<file path="src/rtl/pipelined_adder_if.sv">
`default_nettype none
// ============================================================================
// Module   : pipelined_adder_if
// Purpose  : Operand/result bus for pipelined_adder. Carries the input
//            handshake (in_valid/in_ready), the operands (a, b, sub, cin),
//            the output handshake (out_valid/out_ready) and the result
//            (sum plus cout/ovf/zero/neg flags).
// Modports : master - operand source and result consumer
//            slave  - the adder itself
// Revision : 1.0 - initial release
// ============================================================================
interface pipelined_adder_if #(
   parameter int WIDTH = 16
);
   logic             in_valid;
   logic             in_ready;
   logic [WIDTH-1:0] a;
   logic [WIDTH-1:0] b;
   logic             sub;
   logic             cin;
   logic             out_valid;
   logic             out_ready;
   logic [WIDTH-1:0] sum;
   logic             cout;
   logic             ovf;
   logic             zero;
   logic             neg;

   modport master (
      output in_valid, a, b, sub, cin, out_ready,
      input  in_ready, out_valid, sum, cout, ovf, zero, neg
   );

   modport slave (
      input  in_valid, a, b, sub, cin, out_ready,
      output in_ready, out_valid, sum, cout, ovf, zero, neg
   );
endinterface
`default_nettype wire

</file>
<file path="src/rtl/pipelined_adder.sv">
`default_nettype none
// ============================================================================
// Module   : pipelined_adder
// Purpose  : WIDTH-bit add/subtract split into STAGES equal chunks; one chunk
//            is resolved per pipeline stage with the carry registered between
//            stages. Valid/ready flow control, whole-pipe stall.
// Ports    : clk  - clock, rising edge
//            rst  - synchronous active-high reset
//            bus  - pipelined_adder_if.slave (operands in, result/flags out)
// Revision : 1.0 - initial release
// ============================================================================
module pipelined_adder #(
   parameter int WIDTH  = 16,
   parameter int STAGES = 4
) (
   input  wire logic          clk,
   input  wire logic          rst,
   pipelined_adder_if.slave   bus
);
   localparam int CW   = WIDTH / STAGES;
   localparam int LAST = STAGES - 1;
   localparam int MSB  = WIDTH - 1;

   logic             adv;

   logic [STAGES-1:0] valid_q, valid_d;
   logic [STAGES-1:0] c_q, c_d;
   logic [WIDTH-1:0]  a_q [STAGES];
   logic [WIDTH-1:0]  a_d [STAGES];
   logic [WIDTH-1:0]  b_q [STAGES];
   logic [WIDTH-1:0]  b_d [STAGES];
   logic [WIDTH-1:0]  s_q [STAGES];
   logic [WIDTH-1:0]  s_d [STAGES];
   logic [CW:0]       chunk [STAGES];
   logic              cin0;
   logic              ovf_q, ovf_d;
   logic              zero_q, zero_d;
   logic              neg_q, neg_d;

   always_comb begin
      // The whole pipe moves together whenever the output slot is free.
      adv = !valid_q[LAST] || bus.out_ready;

      // Stage 0: capture operands (zeroed for bubbles so empty slots never
      // leak stale data to the outputs) and resolve chunk 0.
      valid_d[0] = bus.in_valid;
      a_d[0]     = bus.in_valid ? bus.a : '0;
      b_d[0]     = bus.in_valid ? (bus.sub ? ~bus.b : bus.b) : '0;
      cin0       = bus.in_valid & bus.cin;
      chunk[0]   = {1'b0, a_d[0][CW-1:0]} + {1'b0, b_d[0][CW-1:0]}
                 + {{CW{1'b0}}, cin0};
      s_d[0]     = '0;
      s_d[0][CW-1:0] = chunk[0][CW-1:0];
      c_d[0]     = chunk[0][CW];

      // Stage k: operands travel down unchanged, partial sum gains chunk k.
      for (int k = 1; k < STAGES; k++) begin
         valid_d[k] = valid_q[k-1];
         a_d[k]     = a_q[k-1];
         b_d[k]     = b_q[k-1];
         chunk[k]   = {1'b0, a_q[k-1][k*CW +: CW]} + {1'b0, b_q[k-1][k*CW +: CW]}
                    + {{CW{1'b0}}, c_q[k-1]};
         s_d[k]     = s_q[k-1];
         s_d[k][k*CW +: CW] = chunk[k][CW-1:0];
         c_d[k]     = chunk[k][CW];
      end

      // Flags are registered with the final stage; gating with valid keeps
      // zero low while bubbles (all-zero data) pass through.
      ovf_d  = valid_d[LAST] && (a_d[LAST][MSB] == b_d[LAST][MSB])
                             && (s_d[LAST][MSB] != a_d[LAST][MSB]);
      zero_d = valid_d[LAST] && (s_d[LAST] == '0);
      neg_d  = valid_d[LAST] && s_d[LAST][MSB];
   end

   always_ff @(posedge clk) begin
      if (rst) begin
         valid_q <= '0;
         c_q     <= '0;
         for (int k = 0; k < STAGES; k++) begin
            a_q[k] <= '0;
            b_q[k] <= '0;
            s_q[k] <= '0;
         end
         ovf_q   <= 1'b0;
         zero_q  <= 1'b0;
         neg_q   <= 1'b0;
      end else if (adv) begin
         valid_q <= valid_d;
         c_q     <= c_d;
         for (int k = 0; k < STAGES; k++) begin
            a_q[k] <= a_d[k];
            b_q[k] <= b_d[k];
            s_q[k] <= s_d[k];
         end
         ovf_q   <= ovf_d;
         zero_q  <= zero_d;
         neg_q   <= neg_d;
      end
   end

   assign bus.in_ready  = adv;
   assign bus.out_valid = valid_q[LAST];
   assign bus.sum       = s_q[LAST];
   assign bus.cout      = c_q[LAST];
   assign bus.ovf       = ovf_q;
   assign bus.zero      = zero_q;
   assign bus.neg       = neg_q;
endmodule
`default_nettype wire

</file>
<file path="src/flat_wrapper.sv">
// flat-port wrapper written by rule: the top's interface ports become plain ports
module pipelined_adder_flat 
#(
   parameter int WIDTH  = 16,
   parameter int STAGES = 4
)
  (clk, rst, bus_in_valid, bus_a, bus_b, bus_sub, bus_cin, bus_out_ready, bus_in_ready, bus_out_valid, bus_sum, bus_cout, bus_ovf, bus_zero, bus_neg);
  pipelined_adder_if #(.WIDTH(WIDTH)) bus_i ();
  input  wire logic clk;
  input  wire logic rst;
  input wire logic [$bits(bus_i.in_valid)-1:0] bus_in_valid;
  input wire logic [$bits(bus_i.a)-1:0] bus_a;
  input wire logic [$bits(bus_i.b)-1:0] bus_b;
  input wire logic [$bits(bus_i.sub)-1:0] bus_sub;
  input wire logic [$bits(bus_i.cin)-1:0] bus_cin;
  input wire logic [$bits(bus_i.out_ready)-1:0] bus_out_ready;
  output wire logic [$bits(bus_i.in_ready)-1:0] bus_in_ready;
  output wire logic [$bits(bus_i.out_valid)-1:0] bus_out_valid;
  output wire logic [$bits(bus_i.sum)-1:0] bus_sum;
  output wire logic [$bits(bus_i.cout)-1:0] bus_cout;
  output wire logic [$bits(bus_i.ovf)-1:0] bus_ovf;
  output wire logic [$bits(bus_i.zero)-1:0] bus_zero;
  output wire logic [$bits(bus_i.neg)-1:0] bus_neg;
  assign bus_i.in_valid = bus_in_valid;
  assign bus_i.a = bus_a;
  assign bus_i.b = bus_b;
  assign bus_i.sub = bus_sub;
  assign bus_i.cin = bus_cin;
  assign bus_i.out_ready = bus_out_ready;
  assign bus_in_ready = bus_i.in_ready;
  assign bus_out_valid = bus_i.out_valid;
  assign bus_sum = bus_i.sum;
  assign bus_cout = bus_i.cout;
  assign bus_ovf = bus_i.ovf;
  assign bus_zero = bus_i.zero;
  assign bus_neg = bus_i.neg;
  pipelined_adder #(.WIDTH(WIDTH), .STAGES(STAGES)) u_core (.clk(clk), .rst(rst), .bus(bus_i));
endmodule
</file>
<file path="config.mk">
export PLATFORM = sky130hd
export DESIGN_NAME = pipelined_adder_flat
export DESIGN_NICKNAME = d
export VERILOG_FILES = /design/src/rtl/pipelined_adder_if.sv /design/src/rtl/pipelined_adder.sv /design/src/flat_wrapper.sv
export SDC_FILE = /design/constraint.sdc
export NUM_CORES = 1
export LEC_CHECK = 0
export CAP_MARGIN = 20
export CORE_ASPECT_RATIO = 1.5
export CORE_MARGIN = 2
export CORE_UTILIZATION = 55
export DETAILED_ROUTE_END_ITERATION = 8
export PLACE_DENSITY = 0.8
export SLEW_MARGIN = 20
export SYNTH_ARGS = -nofsm -noshare
export SYNTH_HDL_FRONTEND = slang
export SYNTH_SLANG_ARGS = --single-unit
</file>
<file path="constraint.sdc">
create_clock -name clk -period 6.5 [get_ports clk]
set_input_delay 1.625 -clock clk [delete_from_list [all_inputs] [get_ports clk]]
set_output_delay 1.625 -clock clk [all_outputs]
set_load 0.05 [all_outputs]
</file>
==> summary by stage <==
Run status
The run finished with clean final reports.

Clock tree
The post-cts sizing count is 0. The clock slew at the register clock pins of the worst setup and hold paths is 0.06 ns. The quantity of hold-fixing buffers added after cts is 0.

In this run the deepest clock path goes through 2 buffers. Once the clock tree was built, the setup fixing pass inserted 0 buffers. The buffer cell driving the clock tree root is sky130_fd_sc_hd__clkbuf_16.

TritonCTS built the clock tree. The sink count of the clock tree is 99. The CTS H-tree depth is 3. TritonCTS created 9 clock buffers.

The latest clock arrival within the worst-skew pair is 0.34 ns.

Floorplan
The I/O pin count is 60. The die covers 8704 µm². The effective utilization at floorplan is 57.15%. The die boundary height is 113.3 µm. The die is 76.85 µm wide. The total area inside the core boundary comes to 7661 µm².

The initialized floorplan defines 39 standard-cell rows.

STA
After routing, the total negative slack on setup checks comes to 0 ns. Setup repair after global routing left no endpoint under its margin. Static timing analysis puts the maximum clock frequency at 196.2 MHz.

The count of endpoints failing hold in the final timing report is 0. The max-slew violation count is 0. The time the final worst path needs with I/O delays and setup is 5.098 ns.

The number of failing setup endpoints in the final timing report is 0. The worst clock skew is 0.006454 ns. The ratio of final minimum period to clock period is 78.43%. The worst slew margin relative to its limit is 44.45%. For the pin with the worst max-slew slack, the measured transition is 0.8307 ns.

GRT
Entering global routing, the biggest net connects 46 pins. The first global-routing pass estimated 11.12 mm of wire. The number of antenna violations at the first check in global routing is 0. In the global route stage, overall resource usage came out at 16.81%. The number of global-route vias before repair came to 2493. The total overflow reported by the global router is 0.

Worst setup path
The slowest stage of the critical path belongs to the cell sky130_fd_sc_hd__clkdlybuf4s50_1. The cell that appears most often on the critical path is sky130_fd_sc_hd__clkdlybuf4s50_1. The critical path arrival is 3.47 ns. STA classifies the critical path endpoint as an output port. The largest single stage delay on the critical path is 0.83 ns. The required time of the critical path is 4.88 ns. The element type at the critical path start is an input pin.

The maximum net fanout on the critical path is 14. By startpoint and endpoint, the worst setup path is classified as in -> out. The signal on the critical path passes through clkdlybuf4s50_1, and2b_1, inv_2, clkdlybuf4s50_1.

Pwr
For this design the ratio of total power to cell area is 247.6 nW/µm². The total net switching power is 0.2770 mW. The relative contribution of combinational cells to total power is 9.0%.

For this design the static power due to leakage is 2.227 nW. In this run, the clock network consumes 35.4% of the power. The largest vdd supply drop is 0.1657 mV.

The sequential share of power is 55.6%. The net switching fraction of the power is 21.05%. The internal power summed over all cells is 1.039 mW.

Layout
The number of nets in the layout is 441. Cells fill 69.38% of the core in the end. Relative to the synthesized area, the layout overhead comes to 21.41%. The share of post-route cells with drive strength above 1 is 4.639%. The number of antenna diodes in the final layout is 0. The post-route cell area is 5315 µm².

Synth
The number of instances in the synthesized netlist is 326. The proportion of register bits with asynchronous set or reset after synthesis is 0%. The number of nets in the synthesized netlist is 384. The number of warnings printed during yosys synthesis is 0.

After synthesis the netlist holds a flip-flop and latch count of 99. Summing the sequential cell areas from Yosys gives 65.39% of the chip area. In this run the mean area of a mapped cell was 13.43 µm². The most used flip-flop cell after synthesis is sky130_fd_sc_hd__edfxtp_1. Yosys mapped a number of flops with a built-in enable equal to 88. Yosys mapped the design onto 33 distinct sky130hd cell types. The cell area that synthesis handed to floorplanning was 4378 µm².

Place
The number of port buffers is 59. The area of placed instances is 5051 µm². Detailed placement ended at an HPWL of 4.599 mm. The congestion estimate from routability-driven global placement came to 0.8720.

Routing
The detail-routed via count per cell is 5.051. The violation count after the first detailed-routing iteration is 155. Wires add up to 6.593 mm. Once detail routing completed, the nets flagged for antenna violations numbered 0. The total DRC errors in the routed layout is 0. Across all layers, the routed design uses 2475 vias. The number of detailed-route iterations in the first pass is 4. The post-detailed-route wirelength per cell is 13.46 µm.

Flow run
The number of violations of the max-capacitance limit is 0.

Worst hold path
The kind of path behind the tightest hold check is reg -> reg.
cells in the final DEF, fill, tap and decap left out:
master,n
sky130_fd_sc_hd__and3_1,12
sky130_fd_sc_hd__o21ai_0,3
sky130_fd_sc_hd__a21o_1,3
sky130_fd_sc_hd__o21ai_1,2
sky130_fd_sc_hd__nor4_2,1
sky130_fd_sc_hd__nor2_4,1
sky130_fd_sc_hd__ha_1,12
sky130_fd_sc_hd__nor3b_1,2
sky130_fd_sc_hd__clkdlybuf4s50_1,59
sky130_fd_sc_hd__nand2b_1,1
sky130_fd_sc_hd__a22o_1,1
sky130_fd_sc_hd__or4_1,2
sky130_fd_sc_hd__nor2b_1,4
sky130_fd_sc_hd__inv_2,1
sky130_fd_sc_hd__buf_4,2
sky130_fd_sc_hd__xnor2_1,15
sky130_fd_sc_hd__and4_1,1
sky130_fd_sc_hd__and2b_1,1
sky130_fd_sc_hd__a21oi_1,4
sky130_fd_sc_hd__nor3_1,5
sky130_fd_sc_hd__nand3b_1,3
sky130_fd_sc_hd__a221oi_1,1
sky130_fd_sc_hd__xor2_1,7
sky130_fd_sc_hd__inv_1,13
sky130_fd_sc_hd__clkinv_4,1
sky130_fd_sc_hd__a211oi_1,4
sky130_fd_sc_hd__dfxtp_1,11
sky130_fd_sc_hd__and2_1,60
sky130_fd_sc_hd__clkbuf_1,4
sky130_fd_sc_hd__clkbuf_16,9
sky130_fd_sc_hd__fa_1,8
sky130_fd_sc_hd__nor2_1,27
sky130_fd_sc_hd__edfxtp_1,88
sky130_fd_sc_hd__or4b_1,2
sky130_fd_sc_hd__a21boi_0,2
sky130_fd_sc_hd__clkinv_2,3
sky130_fd_sc_hd__nand2_1,13
layer usage:
metal	vias to the layer above	wire, µm	global-route usage (%)
met5	-	0	0
met4	0	237	11.52
met3	19	337	3.429
met2	78	3497	29.59
met1	1141	2520	17.98
li1	1237	-	-
through the flow:
stage	setup WS (ns)	power, mW	hold slack (ns)	instances
2_1_floorplan	2.128	0.8168	0.4227	326
3_3_place_gp	1.444	0.8579	0.4388	474
3_5_place_dp	1.420	0.8642	0.4446	474
4_1_cts	1.416	1.327	0.4550	490
5_1_grt	1.304	1.363	0.4896	490
6_report	1.402	1.316	0.4629	490
final timing paths:
kind,startpoint,end,slack (ns),cells after the start
max,bus_out_ready,bus_in_ready,1.40,4
min,u_core.valid_q[1]$_SDFFE_PP0N_,u_core.valid_q[1]$_SDFFE_PP0N_,0.46,2
min reg2reg,u_core.valid_q[1]$_SDFFE_PP0N_,u_core.valid_q[1]$_SDFFE_PP0N_,0.46,2
max reg2reg,u_core.valid_q[3]$_SDFFE_PP0N_,u_core.a_q[0][25]$_SDFFCE_PN0P_,3.77,5
registers in the layout, summed over array words and instances (netlist names):
register	flops
u_core.bus.ovf	1
u_core.s_q	40
u_core.valid_q	4
u_core.b_q	24
u_core.a_q	24
u_core.bus.neg	1
u_core.c_q	4
u_core.bus.zero	1
cell usage after synthesis (5+ instances only):
library cell,instances,share of area (%)
sky130_fd_sc_hd__inv_1,14,1.2
sky130_fd_sc_hd__edfxtp_1,88,60
sky130_fd_sc_hd__nor3_1,5,0.57
sky130_fd_sc_hd__and3_1,12,1.7
sky130_fd_sc_hd__dfxtp_1,11,5.0
sky130_fd_sc_hd__clkbuf_1,11,0.94
sky130_fd_sc_hd__nor2_1,27,2.3
sky130_fd_sc_hd__and2_1,60,8.6
sky130_fd_sc_hd__xor2_1,7,1.4
sky130_fd_sc_hd__fa_1,8,3.7
sky130_fd_sc_hd__nand2_1,13,1.1
sky130_fd_sc_hd__ha_1,12,3.4
sky130_fd_sc_hd__xnor2_1,15,3.0
cell families after synthesis:
group,synth area share (%)
compound gates,2.972
xor+xnor,4.401
buf+inv,2.686
fa+ha+maj,7.088
flops,65.39
simple gates,17.46
worst max-delay path, delay by kind of cell:
kind | cells | cell delay (ns)
buffers and inverters | 3 | 1.48
and+or+nand+nor | 1 | 0.37
power groups by stage:
stage                     logic (mW)  registers, mW  clock network (mW)
after detailed placement       0.119          0.745                   0
after floorplan               0.0584          0.758                   0
final                          0.119          0.731               0.466
after global routing           0.130          0.735               0.498
after global placement         0.115          0.743                   0
after CTS                      0.119          0.731               0.476
cell type report:
class	count	area, µm²
clock inverters	3	18.77
clock buffers	13	240.2
flip-flops and latches	99	2863
well taps	102	127.6
multi-input cells	197	1403
repair buffers	61	605.6
fillers	536	2346
inverters	15	57.56
Power figures use the tool's default switching activity.
